### config.mk
export PLATFORM = sky130hd
export DESIGN_NAME = uart_rx_fifo
export DESIGN_NICKNAME = d
export VERILOG_FILES = /design/src/rtl/uart_rx_fifo.sv
export SDC_FILE = /design/constraint.sdc
export NUM_CORES = 1
export LEC_CHECK = 0
export ABC_CLOCK_PERIOD_IN_PS = 5200
export CAP_MARGIN = 40
export CORE_MARGIN = 2
export CORE_UTILIZATION = 40
export CTS_CLUSTER_SIZE = 12
export DETAILED_ROUTE_END_ITERATION = 10
export SETUP_SLACK_MARGIN = 0.5
export SLEW_MARGIN = 20
export SYNTH_ARGS = -nofsm -noshare
export SYNTH_HDL_FRONTEND = slang
export SYNTH_SLANG_ARGS = --single-unit
### constraint.sdc
create_clock -name clk -period 5.2 [get_ports clk]
set_input_delay 0.52 -clock clk [delete_from_list [all_inputs] [get_ports clk]]
set_output_delay 0.52 -clock clk [all_outputs]
set_load 0.02 [all_outputs]
### src/rtl/uart_rx_fifo.sv
// Receive-side byte FIFO behind the UART receiver, baud-clock domain.
// Edge-detects rx_done, buffers bytes, serves the host with 1-cycle reads.
module uart_rx_fifo #(
  parameter int DATA_W = 8,
  parameter int ADDR_W = 4
) (
  input  logic              clk,
  input  logic              reset,
  input  logic [DATA_W-1:0] rx_data,
  input  logic              rx_done,
  input  logic              rd_en,
  output logic [DATA_W-1:0] rd_data,
  output logic              rd_valid,
  output logic              empty,
  output logic              full,
  output logic [ADDR_W:0]   count,
  output logic              overflow,
  input  logic              clr_ovf
);

  localparam int DEPTH = 1 << ADDR_W;
  localparam logic [ADDR_W:0] DEPTH_C = {1'b1, {ADDR_W{1'b0}}};

  logic [DATA_W-1:0] mem [DEPTH];
  logic [ADDR_W-1:0] wr_ptr;
  logic [ADDR_W-1:0] rd_ptr;
  logic              done_q;
  logic              wr_req;
  logic              rd_ok;
  logic              wr_ok;
  logic              drop;

  assign wr_req = rx_done & ~done_q;
  assign rd_ok  = rd_en & ~empty;
  // a read in the same cycle frees the slot, so a full FIFO still accepts
  assign wr_ok  = wr_req & (~full | rd_ok);
  assign drop   = wr_req & full & ~rd_ok;

  assign empty = (count == '0);
  assign full  = (count == DEPTH_C);

  always_ff @(posedge clk) begin
    if (wr_ok) mem[wr_ptr] <= rx_data;
  end

  always_ff @(posedge clk) begin
    if (!reset) begin
      done_q   <= 1'b1;
      wr_ptr   <= '0;
      rd_ptr   <= '0;
      count    <= '0;
      rd_data  <= '0;
      rd_valid <= 1'b0;
      overflow <= 1'b0;
    end else begin
      done_q   <= rx_done;
      rd_valid <= rd_ok;
      if (wr_ok) wr_ptr <= wr_ptr + ADDR_W'(1);
      if (rd_ok) begin
        rd_data <= mem[rd_ptr];
        rd_ptr  <= rd_ptr + ADDR_W'(1);
      end
      unique case ({wr_ok, rd_ok})
        2'b10:   count <= count + (ADDR_W+1)'(1);
        2'b01:   count <= count - (ADDR_W+1)'(1);
        default: count <= count;
      endcase
      if (drop)         overflow <= 1'b1;
      else if (clr_ovf) overflow <= 1'b0;
    end
  end

endmodule

# Word-level counts from Yosys, hierarchy flattened
# Memory sizes are Yosys's and may differ from the RTL's. A register that Yosys moved wholly into a read port is not among the register bits.
# Cells that the tools add are included.
# classes
n_reduce_logical,4
add_sub_neg,4
n_bitwise,10
n_mux,5
n_eq_ne,3
# op_table
op,n
$pmux 5 s2,1
$add 4x1->4 const B,2
$add 5x1->5 const B,1
$and 1x1->1,5
$eq 5x5->1 const B,1
$logic_not 5->1,1
$sub 5x1->5 const B,1
$mux 1,4
$not 1->1,4
$reduce_bool 2->1,2
$eq 2x1->1 const B,1
$eq 2x2->1 const B,1
$logic_not 1->1,1
$or 1x1->1,1
# word_totals
wordCells,33
reg_bits,16
ramBits,128
output_inout_bits,17
input_bits,13
n_memories,1
# memory_table
name,words,width,rd,rd_ports_with_merged_regs,wr,line,text
mem,16,8,1,1,1,24,logic [DATA_W-1:0] mem [DEPTH];

# Depth between registers and ports, before layout
# Gate-level depths: netlist (run 1).
# depth
word_depth,7
depth_mapped,12
ltp_nobuf,10

# Worst setup path after synthesis (run 1)
# OpenSTA, ideal clock, no wires.
# synth_path
path_kind,reg-to-reg
startpoint,reg count[0]
endpoint,reg count[4]
stages_incl_launch_ff,13
slack_ps,2441
synth_period_minus_slack_ps,2759
setup_ps,131
n_path_buf,2
t_arrival_ps,2628
t_required_ps,5069
path_cell_list,dfxtp_1 > or4_4 > o21a_4 > buf_2 > buf_2 > nand2_1 > inv_1 > ha_1 > nor2b_1 > o21ai_0 > nor2b_1 > a41oi_1 > nand4_1
# synth_via
elab_chain_cells,7
elab_cells_between_ends,13
classes_between,2 x add/sub; 3 x eq/ne; 1 x mux; 5 x bitwise; 2 x reduce/logical
# synth_lines
element,line,text
from (decl),16,"output logic [ADDR_W:0] count,"
from (signal assigned),64,2'b10: count <= count + (ADDR_W+1)'(1);
from (signal assigned),65,2'b01: count <= count - (ADDR_W+1)'(1);
from (signal assigned),66,default: count <= count;
$logic_not 5->1,39,assign empty = (count == '0);
$not 1->1,34,assign rd_ok = rd_en & ~empty;
$and 1x1->1,34,
$or 1x1->1,36,assign wr_ok = wr_req & (~full | rd_ok);
$and 1x1->1,36,
$eq 2x1->1 or $eq 2x2->1 (tied branches),63,"unique case ({wr_ok, rd_ok})"
$pmux 5 s2 or $reduce_bool 2->1 (tied branches),-,
# Parallel ways exist; a longest one is shown, timed or not.
# A chain may end at the register's enable or synchronous reset.

# Worst setup path after layout (run 1)
# layout_path
startpoint,reg count[0]
endpoint,out full
# layout_via
elab_chain_cells,1
# layout_lines
element,line,text
$eq 5x5->1,40,assign full = (count == DEPTH_C);
to (decl),15,"output logic full,"
# No other way between the ends.

==> results_dict.tcl, run 1 <==
set metrics [dict create \
    boundaryPins 30 \
    crit_path_max_fanout 6 \
    internal-power_uw 2459 \
    synth_top_family_by_area "multiplexers" \
    firstDrtPassIters 4 \
    p_sw_uw 887.7 \
    relSlewSlack_pct 47.22 \
    drive_gt1_share_pct 13.41 \
    worstMarginPinSlew_ns 0.7888 \
    routedWlPerCell_um 19.61 \
    gr-total-overflow 0 \
    drt-vias-per-instance 5.393 \
    pre_cts_slack_ns 2.210 \
    worstSkewPairLatency_ns 0.42 \
    n_antenna_cell 0 \
    synthCells 378 \
    num_vias 3306 \
    synthAdderAreaFrac_pct 1.971 \
    post-route-period-util_pct 55.18 \
    seq_area_frac_synth_pct 70.95 \
    min_period_ns 2.869 \
    final_core_util_pct 47.91 \
    hold_viol_final 0 \
    grt_max_degree 51 \
    fin_ws_ns 2.331 \
    ant_nets 0 \
    area_growth_pct 18.17 \
    tritoncts "done" \
    place_area_um2 6601 \
    design_area_um2 7202 \
    slowest_stage "nor4_1" \
    path_cells "nor4_1, and2_1, clkdlybuf4s50_1" \
    status "completed" \
    design.core.area_um2 15030 \
    dp.cells 581 \
    cts_root_buf "clkbuf_16" \
    antenna_found_initial 0 \
    clk_pin_slew_worst_paths_ns 0.06 \
    synth_mux_area_share_pct 12.03 \
    syn_area_per_cell_um2 16.12 \
    synth_fp_nets 400 \
    hold_class "flip-flop to flip-flop" \
    switching_share_pct 26.53 \
    leakage_uw 0.002254 \
    synth.top_cells.by_area "edfxtp_1 63%, dfxtp_1 7.9%, mux4_2 5.9%" \
    die_area_um2 16240 \
    tns_ns 0 \
    yosys_warnings 0 \
    crit_path_max_incr_delay_ns 0.70 \
    routed_wl_um 12020 \
    drtIter0Drc 226 \
    cts_setup_buffers 0 \
    yosysTopAreaCell "edfxtp_1" \
    initial_utilization_pct 40.54 \
    fp.dieW_um 127.4 \
    rows 45 \
    layout_commonest_cell "edfxtp_1" \
    drc 0 \
    grt_pass1_vias 3212 \
    dieHeight_um 127.4 \
    p_clk_share_pct 36.7 \
    instances_no_fill 613 \
    final_nets 434 \
    slew_violations 0 \
    cp-start-kind "flip-flop" \
    rsz0062_at_grt "false" \
    clockBufferDepth 2 \
    synth.distinct_cells 36 \
    dpl.hpwl_um 7891 \
    port_buffers 29 \
    layout_common_cells "128 x edfxtp_1, 35 x mux2i_1, 29 x clkdlybuf4s50_1" \
    h-tree-depth 4 \
    ctsHoldBuffers 0 \
    cts_resized 0 \
    cts.sinks 152 \
    synth.top_cell.area_share_pct 63.07 \
    critPathRequiredTime_ns 4.68 \
    setup_violations 0 \
    worst-setup-path-type "flip-flop to output pin" \
    synth_area_um2 6095 \
    grt.total_usage_pct 15.75 \
    crit_arrival_ns 2.35 \
    synth_xor_area_share_pct 1.293 \
    grt_first_pass_wirelength_um 18420 \
    worstSetupEndpointType "output pin" \
    powerDensity_nw_per_um2 464.7 \
    place.gp.congestion 0.8038 \
    r2r_slack_ns 2.52 \
    synth-simple-area-share_pct 6.528 \
    synth_compound_area_share_pct 5.502 \
    cts_buffers 17 \
    worst_ir_drop_vdd_mv 0.2599 \
    p_comb_share_pct 20.3 \
    seqPwrFrac_pct 43.0 \
    yosys_register_bits 152 \
    cap_violations 0 \
    clock_skew_ns 0.009176 \
    fmax_mhz 348.5 \
]
[power by group through the flow]
stage	logic (uW)	registers (uW)	clock network [uW]
6_report	680	1440	1230
5_1_grt	752	1450	1300
4_1_cts	687	1440	1250
3_5_place_dp	683	1470	0
3_3_place_gp	677	1460	0
2_1_floorplan	395	1510	0
[through the flow]
step	power, uW	hold slack (ns)
CTS	3376	0.4886
global route	3505	0.5170
global placement	2137	0.4741
finish	3346	0.4803
floorplan	1901	0.5529
detailed placement	2150	0.4800
[synth_stat cells]
cell	number
nor4_1	2
a21oi_1	2
xor2_1	1
o22ai_1	16
nor3_1	4
edfxtp_1	128
nor2_1	24
o21a_4	1
a31oi_1	8
mux2i_4	1
and2_1	9
nand3_1	5
o21ai_0	11
buf_2	3
o2111ai_1	1
a31oi_2	1
a41oi_1	1
dfxtp_1	24
nand4_1	6
or4_4	1
xnor2_1	8
ha_1	8
nand2b_1	7
nor2b_1	8
mux4_2	16
a21o_1	1
buf_1	5
mux2i_1	35
nand3b_1	1
nand2_1	10
or3_1	1
clkbuf_1	13
a22oi_1	8
fa_1	1
a21boi_0	1
inv_1	6
[layer usage]
layer  global-route usage (%)  vias up  part of all wire, %
li1                         -     1535                    -
met5                        0        -                    0
met1                    21.59     1653                   45
met2                    23.72       99                   47
met4                    6.917        0                  1.7
met3                    4.313       19                  5.7
[layout make-up]
class | count | area [um2]
fillers | 1274 | 7831
flip-flops and latches | 152 | 4325
multi-input cells | 199 | 1665
clock buffers | 21 | 450.4
repair buffers | 36 | 352.8
well taps | 188 | 235.2
clock inverters | 11 | 150.1
inverters | 6 | 22.52
[logic make-up (layout without fill, tap and decap cells)]
kind of cell | Yosys count | count (layout)
DFF | 152 | 152
and+or+nand+nor | 78 | 78
muxes | 52 | 52
AOI/OAI and AO/OA | 51 | 51
buffers and inverters | 27 | 74
adders and majority gates | 9 | 9
xor gates and xnor gates | 9 | 9
[sequential cells by signal, summed over array words and instances, names as in the netlist]
| register | flops |
|---|---|
| mem | 128 |
| rd_data | 8 |
| count | 5 |
| rd_ptr | 4 |
| wr_ptr | 4 |
| done_q | 1 |
| overflow | 1 |
| rd_valid | 1 |
[path summary, 6_finish.rpt]
kind                              start                     to  depth (start not counted)
setup / recovery  count[0]$_SDFFE_PN0P_                   full                          3
hold / removal    overflow$_SDFFE_PN0P_  overflow$_SDFFE_PN0P_                          2
setup reg to reg  count[0]$_SDFFE_PN0P_  count[4]$_SDFFE_PN0P_                         10
hold reg to reg   overflow$_SDFFE_PN0P_  overflow$_SDFFE_PN0P_                          2
[critical path, delay by kind of cell, from the launching register on]
kind	cells	cell delay, ns
buffers and inverters	1	0.61
flip-flops	1	0.37
AND/OR/NAND/NOR	2	0.95
Note: power is estimated with default switching activity, not from simulation.
==> inputs of run 2 (changes only) <==
- ABC_CLOCK_PERIOD_IN_PS: 5200 -> 2300
- clock period: 5.2 -> 2.3 ns (I/O delays scaled with it)
==> results_dict.tcl, run 2 (synthesis results as in run 1) <==
set metrics [dict create \
    status "completed" \
    layout_commonest_cell "edfxtp_1" \
    drive_gt1_share_pct 32.05 \
    clk_pin_slew_worst_paths_ns 0.06 \
    worst_ir_drop_vdd_mv 0.6329 \
    port_buffers 29 \
    powerDensity_nw_per_um2 1086 \
    cts.sinks 152 \
    design_area_um2 7979 \
    setup_violations 0 \
    design.core.area_um2 15030 \
    place_area_um2 6952 \
    h-tree-depth 4 \
    num_vias 3483 \
    reg_top3 "mem (128), rd_data (8), count (5)" \
    hold_class "primary input to flip-flop" \
    dieHeight_um 127.4 \
    path_delay_family "simple AND/OR/NAND/NOR gates" \
    fin_ws_ns 0.1125 \
    rows 45 \
    critPathRequiredTime_ns 2.61 \
    post-route-period-util_pct 95.11 \
    crit_path_frequent_cell "buf_6" \
    ant_nets 0 \
    cts_root_buf "clkbuf_16" \
    nFillCells 1194 \
    top_register "mem" \
    gr-total-overflow 0 \
    path_cells "or4_4, o21a_4, buf_4, buf_6, buf_6, buf_12, mux2i_4, mux2i_1, nor2b_1" \
    crit_arrival_ns 2.50 \
    hold_viol_final 0 \
    leakage_uw 0.002610 \
    grt_max_degree 51 \
    grt.total_usage_pct 17.38 \
    fp.dieW_um 127.4 \
    cap_violations 0 \
    tritoncts "done" \
    boundaryPins 30 \
    antenna_found_initial 0 \
    seq_area_um2 4333 \
    slew_violations 0 \
    die_area_um2 16240 \
    routedWlPerCell_um 20.51 \
    clockBufferDepth 2 \
    worstMarginPinSlew_ns 0.7259 \
    cp-start-kind "flip-flop" \
    rsz0062_at_grt "true" \
    cts_buffers 17 \
    worst-setup-path-type "flip-flop to flip-flop" \
    crit_path_max_incr_delay_ns 0.53 \
    final_nets 477 \
    clock_skew_ns 0.005826 \
    fmax_mhz 457.1 \
    initial_utilization_pct 40.54 \
    multiInputGateArea_um2 1929 \
    cp_num_buf_inv 4 \
    n_antenna_cell 0 \
    place.gp.congestion 0.7701 \
    area_growth_pct 30.92 \
    min_period_ns 2.188 \
    grt_pass1_vias 3491 \
    pre_cts_slack_ns 0.02767 \
    dpl.hpwl_um 8235 \
    slowest_stage "or4_4" \
    grt_first_pass_wirelength_um 20480 \
    drt-vias-per-instance 5.309 \
    routed_wl_um 13460 \
    drtIter0Drc 192 \
    worstSetupEndpointType "flip-flop" \
    firstDrtPassIters 4 \
    relSlewSlack_pct 51.46 \
    layout_common_cells "128 x edfxtp_1, 35 x mux2i_1, 26 x clkdlybuf4s50_1" \
    drc 0 \
    largest_reg_flops 128 \
    worstSkewPairLatency_ns 0.42 \
    crit_path_max_fanout 4 \
]
## run 2: through the flow
stage	TNS [ns]	cells	hold WS [ns]	util [%]	power (uW)
finish	0	656	0.4346	53.08	8662
global route	0	656	0.4391	53.08	9011
CTS	0	649	0.4159	51.35	8204
detailed placement	0	608	0.4786	46.24	5101
global placement	0	608	0.4728	46.24	5063
floorplan	-0.4116	378	0.3289	-	4402
## run 2: final cells by class
| class | instances | area share [%] |
|---|---|---|
| Tap cell | 188 | 2.948 |
| Inverter | 6 | 0.3136 |
| Clock inverter | 13 | 1.850 |
| Multi-Input combinational cell | 199 | 24.18 |
| Timing Repair Buffer | 79 | 10.98 |
| Clock buffer | 19 | 5.426 |
| Sequential cell | 152 | 54.30 |
## run 2: where the power goes
part / switching (uW) / total [uW] / internal, uW
Combinational: 1220 / 2710 / 1490
Clock: 1100 / 2710 / 1610
Sequential: 112 / 3240 / 3130
Total: 2430 / 8660 / 6230
## run 2: final timing paths
kind | from | end | slack (ns) | depth (start not counted)
hold reg to reg | overflow$_SDFFE_PN0P_ | overflow$_SDFFE_PN0P_ | 0.48 | 2
setup reg to reg | count[2]$_SDFFE_PN0P_ | count[3]$_SDFFE_PN0P_ | 0.11 | 9
setup / recovery | count[2]$_SDFFE_PN0P_ | count[3]$_SDFFE_PN0P_ | 0.11 | 9
hold / removal | rx_done | done_q$_SDFF_PN1_ | 0.43 | 2
## run 2: what timing repair did
item | CTS | global route
hold buffers | 0 | 0
setup buffers | 8 | 5
resized for setup | 29 | 57
setup endpoints to repair | 137 | 148
cloned | 1 | 2
pin swaps | 11 | 10
## run 2: metal layers
layer  global-route usage [%]  up-vias  wire, um
met5                        0        -         0
met4                    5.818        0       166
met3                    3.894       14       553
met2                    27.56       77      6469
met1                    23.91     1771      6264
li1                         -     1621         -
==> inputs of run 3 (changes only) <==
- MAX_ROUTING_LAYER: not set -> met4
- PLACE_DENSITY: not set -> 0.64
- SLEW_MARGIN: 20 -> not set
==> results_dict.tcl, run 3 (synthesis results as in run 1) <==
set metrics [dict create \
    p_comb_share_pct 27.8 \
    gr-total-overflow 0 \
    p_sw_uw 2213 \
    ctsHoldBuffers 0 \
    ant_nets 0 \
    hold_class "primary input to flip-flop" \
    cp-start-kind "flip-flop" \
    drt-vias-per-instance 5.296 \
    internal-power_uw 5753 \
    n_antenna_cell 0 \
    seqPwrFrac_pct 40.4 \
    wl_met3_um 519 \
    r2r-end "count[4]$_SDFFE_PN0P_" \
    routed_wl_um 12750 \
    setup_violations 0 \
    layout_common_cells "128 x edfxtp_1, 35 x mux2i_1, 26 x clkdlybuf4s50_1" \
    worstSetupEndpointType "flip-flop" \
    crit_path_max_fanout 3 \
    initial_utilization_pct 40.54 \
    worst-setup-path-type "flip-flop to flip-flop" \
    crit_path_max_incr_delay_ns 0.53 \
    worstSkewPairLatency_ns 0.43 \
    post-route-period-util_pct 93.78 \
    grt_first_pass_wirelength_um 19680 \
    grt_max_degree 51 \
    slew_violations 0 \
    fmax_mhz 463.6 \
    worstMarginPinSlew_ns 0.6967 \
    drtIter0Drc 278 \
    nFillCells 1203 \
    h-tree-depth 4 \
    routedWlPerCell_um 19.74 \
    design.core.area_um2 15030 \
    tritoncts "done" \
    clock_skew_ns 0.006619 \
    cp.depth 10 \
    rsz0062_at_grt "true" \
    clockBufferDepth 2 \
    grt_pass1_vias 3434 \
    worst_ir_drop_vdd_mv 0.5742 \
    cap_violations 0 \
    top_layer "met4" \
    r2r-start "count[2]$_SDFFE_PN0P_" \
    reg_top3 "mem (128), rd_data (8), count (5)" \
    cts.sinks 152 \
    design_area_um2 7746 \
    top_register "mem" \
    layout_commonest_cell "edfxtp_1" \
    path_cells "or4_4, o21a_4, nand2_4, inv_4, ha_4, nor2b_1, o21ai_2, nor2b_4, a41oi_2, nand4_1" \
    tns_ns 0 \
    reg2reg_depth 10 \
    status "completed" \
    path_delay_family "simple AND/OR/NAND/NOR gates" \
    firstDrtPassIters 4 \
    rows 45 \
    p_clk_share_pct 31.7 \
    crit_arrival_ns 2.46 \
    slowest_stage "or4_4" \
    critPathRequiredTime_ns 2.60 \
    num_vias 3421 \
    place.gp.congestion 0.7862 \
    switching_share_pct 27.78 \
    wl_met2_um 6078 \
    relSlewSlack_pct 53.46 \
    min_period_ns 2.157 \
    fp.dieW_um 127.4 \
    largest_reg_flops 128 \
    drc 0 \
    die_area_um2 16240 \
    crit_start "count[2]$_SDFFE_PN0P_" \
    antenna_found_initial 0 \
    cp_num_buf_inv 1 \
    final_nets 467 \
    cts_buffers 17 \
    place_area_um2 7034 \
    drive_gt1_share_pct 27.07 \
    dpl.hpwl_um 7991 \
    worstSetupEndpoint "count[4]$_SDFFE_PN0P_" \
    r2r_slack_ns 0.14 \
    wl_met1_um 5992 \
    leakage_uw 0.002470 \
    area_growth_pct 27.10 \
    port_buffers 29 \
    boundaryPins 30 \
    cts_root_buf "clkbuf_16" \
    clk_pin_slew_worst_paths_ns 0.06 \
    powerDensity_nw_per_um2 1028 \
    hold_viol_final 0 \
    dieHeight_um 127.4 \
    grt.total_usage_pct 17.24 \
]
## run 3: worst min path at each step
stage / from / to / cells after the start
after detailed placement: overflow$_SDFFE_PN0P_ / overflow$_SDFFE_PN0P_ / 2
after floorplan: rx_data[0] / mem[0][0]$_DFFE_PP_ / 0
after global routing: rx_done / done_q$_SDFF_PN1_ / 2
after CTS: rx_done / done_q$_SDFF_PN1_ / 2
after global placement: overflow$_SDFFE_PN0P_ / overflow$_SDFFE_PN0P_ / 2
final: rx_done / done_q$_SDFF_PN1_ / 2
## run 3: per-layer routing
layer	global-route usage, %	vias to the layer above
li1	-	1607
met1	22.74	1724
met2	25.98	79
met3	4.188	11
met4	6.787	0
met5	-	-
## run 3: per-stage QoR
step / hold WS, ns / power [uW] / utilization, % / worst slack, ns / instances
after floorplan: 0.3289 / 4402 / - / -0.2226 / 378
after global placement: 0.4771 / 5053 / 46.79 / 0.05718 / 604
after detailed placement: 0.4732 / 5095 / 46.79 / 0.005993 / 604
after CTS: 0.4222 / 7958 / 51.35 / 0.1303 / 646
after global routing: 0.4308 / 8306 / 51.53 / 0.05315 / 646
final: 0.4341 / 7966 / 51.53 / 0.1431 / 646
## run 3: final cells by class
type / instances / area (um2) / share of cell area, %
tap: 188 / 235.2 / 3.037
multi-input combinational: 199 / 1815 / 23.44
inverter: 6 / 25.02 / 0.3230
clock inverter: 12 / 102.6 / 1.324
clock buffer: 20 / 436.7 / 5.637
sequential: 152 / 4333 / 55.94
timing repair buffer: 69 / 798.3 / 10.31
## run 3: what timing repair did
item | 4_1_cts | 5_1_grt
gates resized for setup | 17 | 13
gates cloned | 1 | 0
endpoints found under the setup margin | 136 | 149
setup buffers | 9 | 0
pin swaps | 10 | 5
## run 3: power groups by stage
stage                     combinational [uW]  clock [uW]  sequential, uW
after global placement                  1790           0            3270
after CTS                               2170        2580            3210
after global routing                    2370        2690            3240
final                                   2220        2530            3220
after detailed placement                1820           0            3270
after floorplan                          983           0            3420
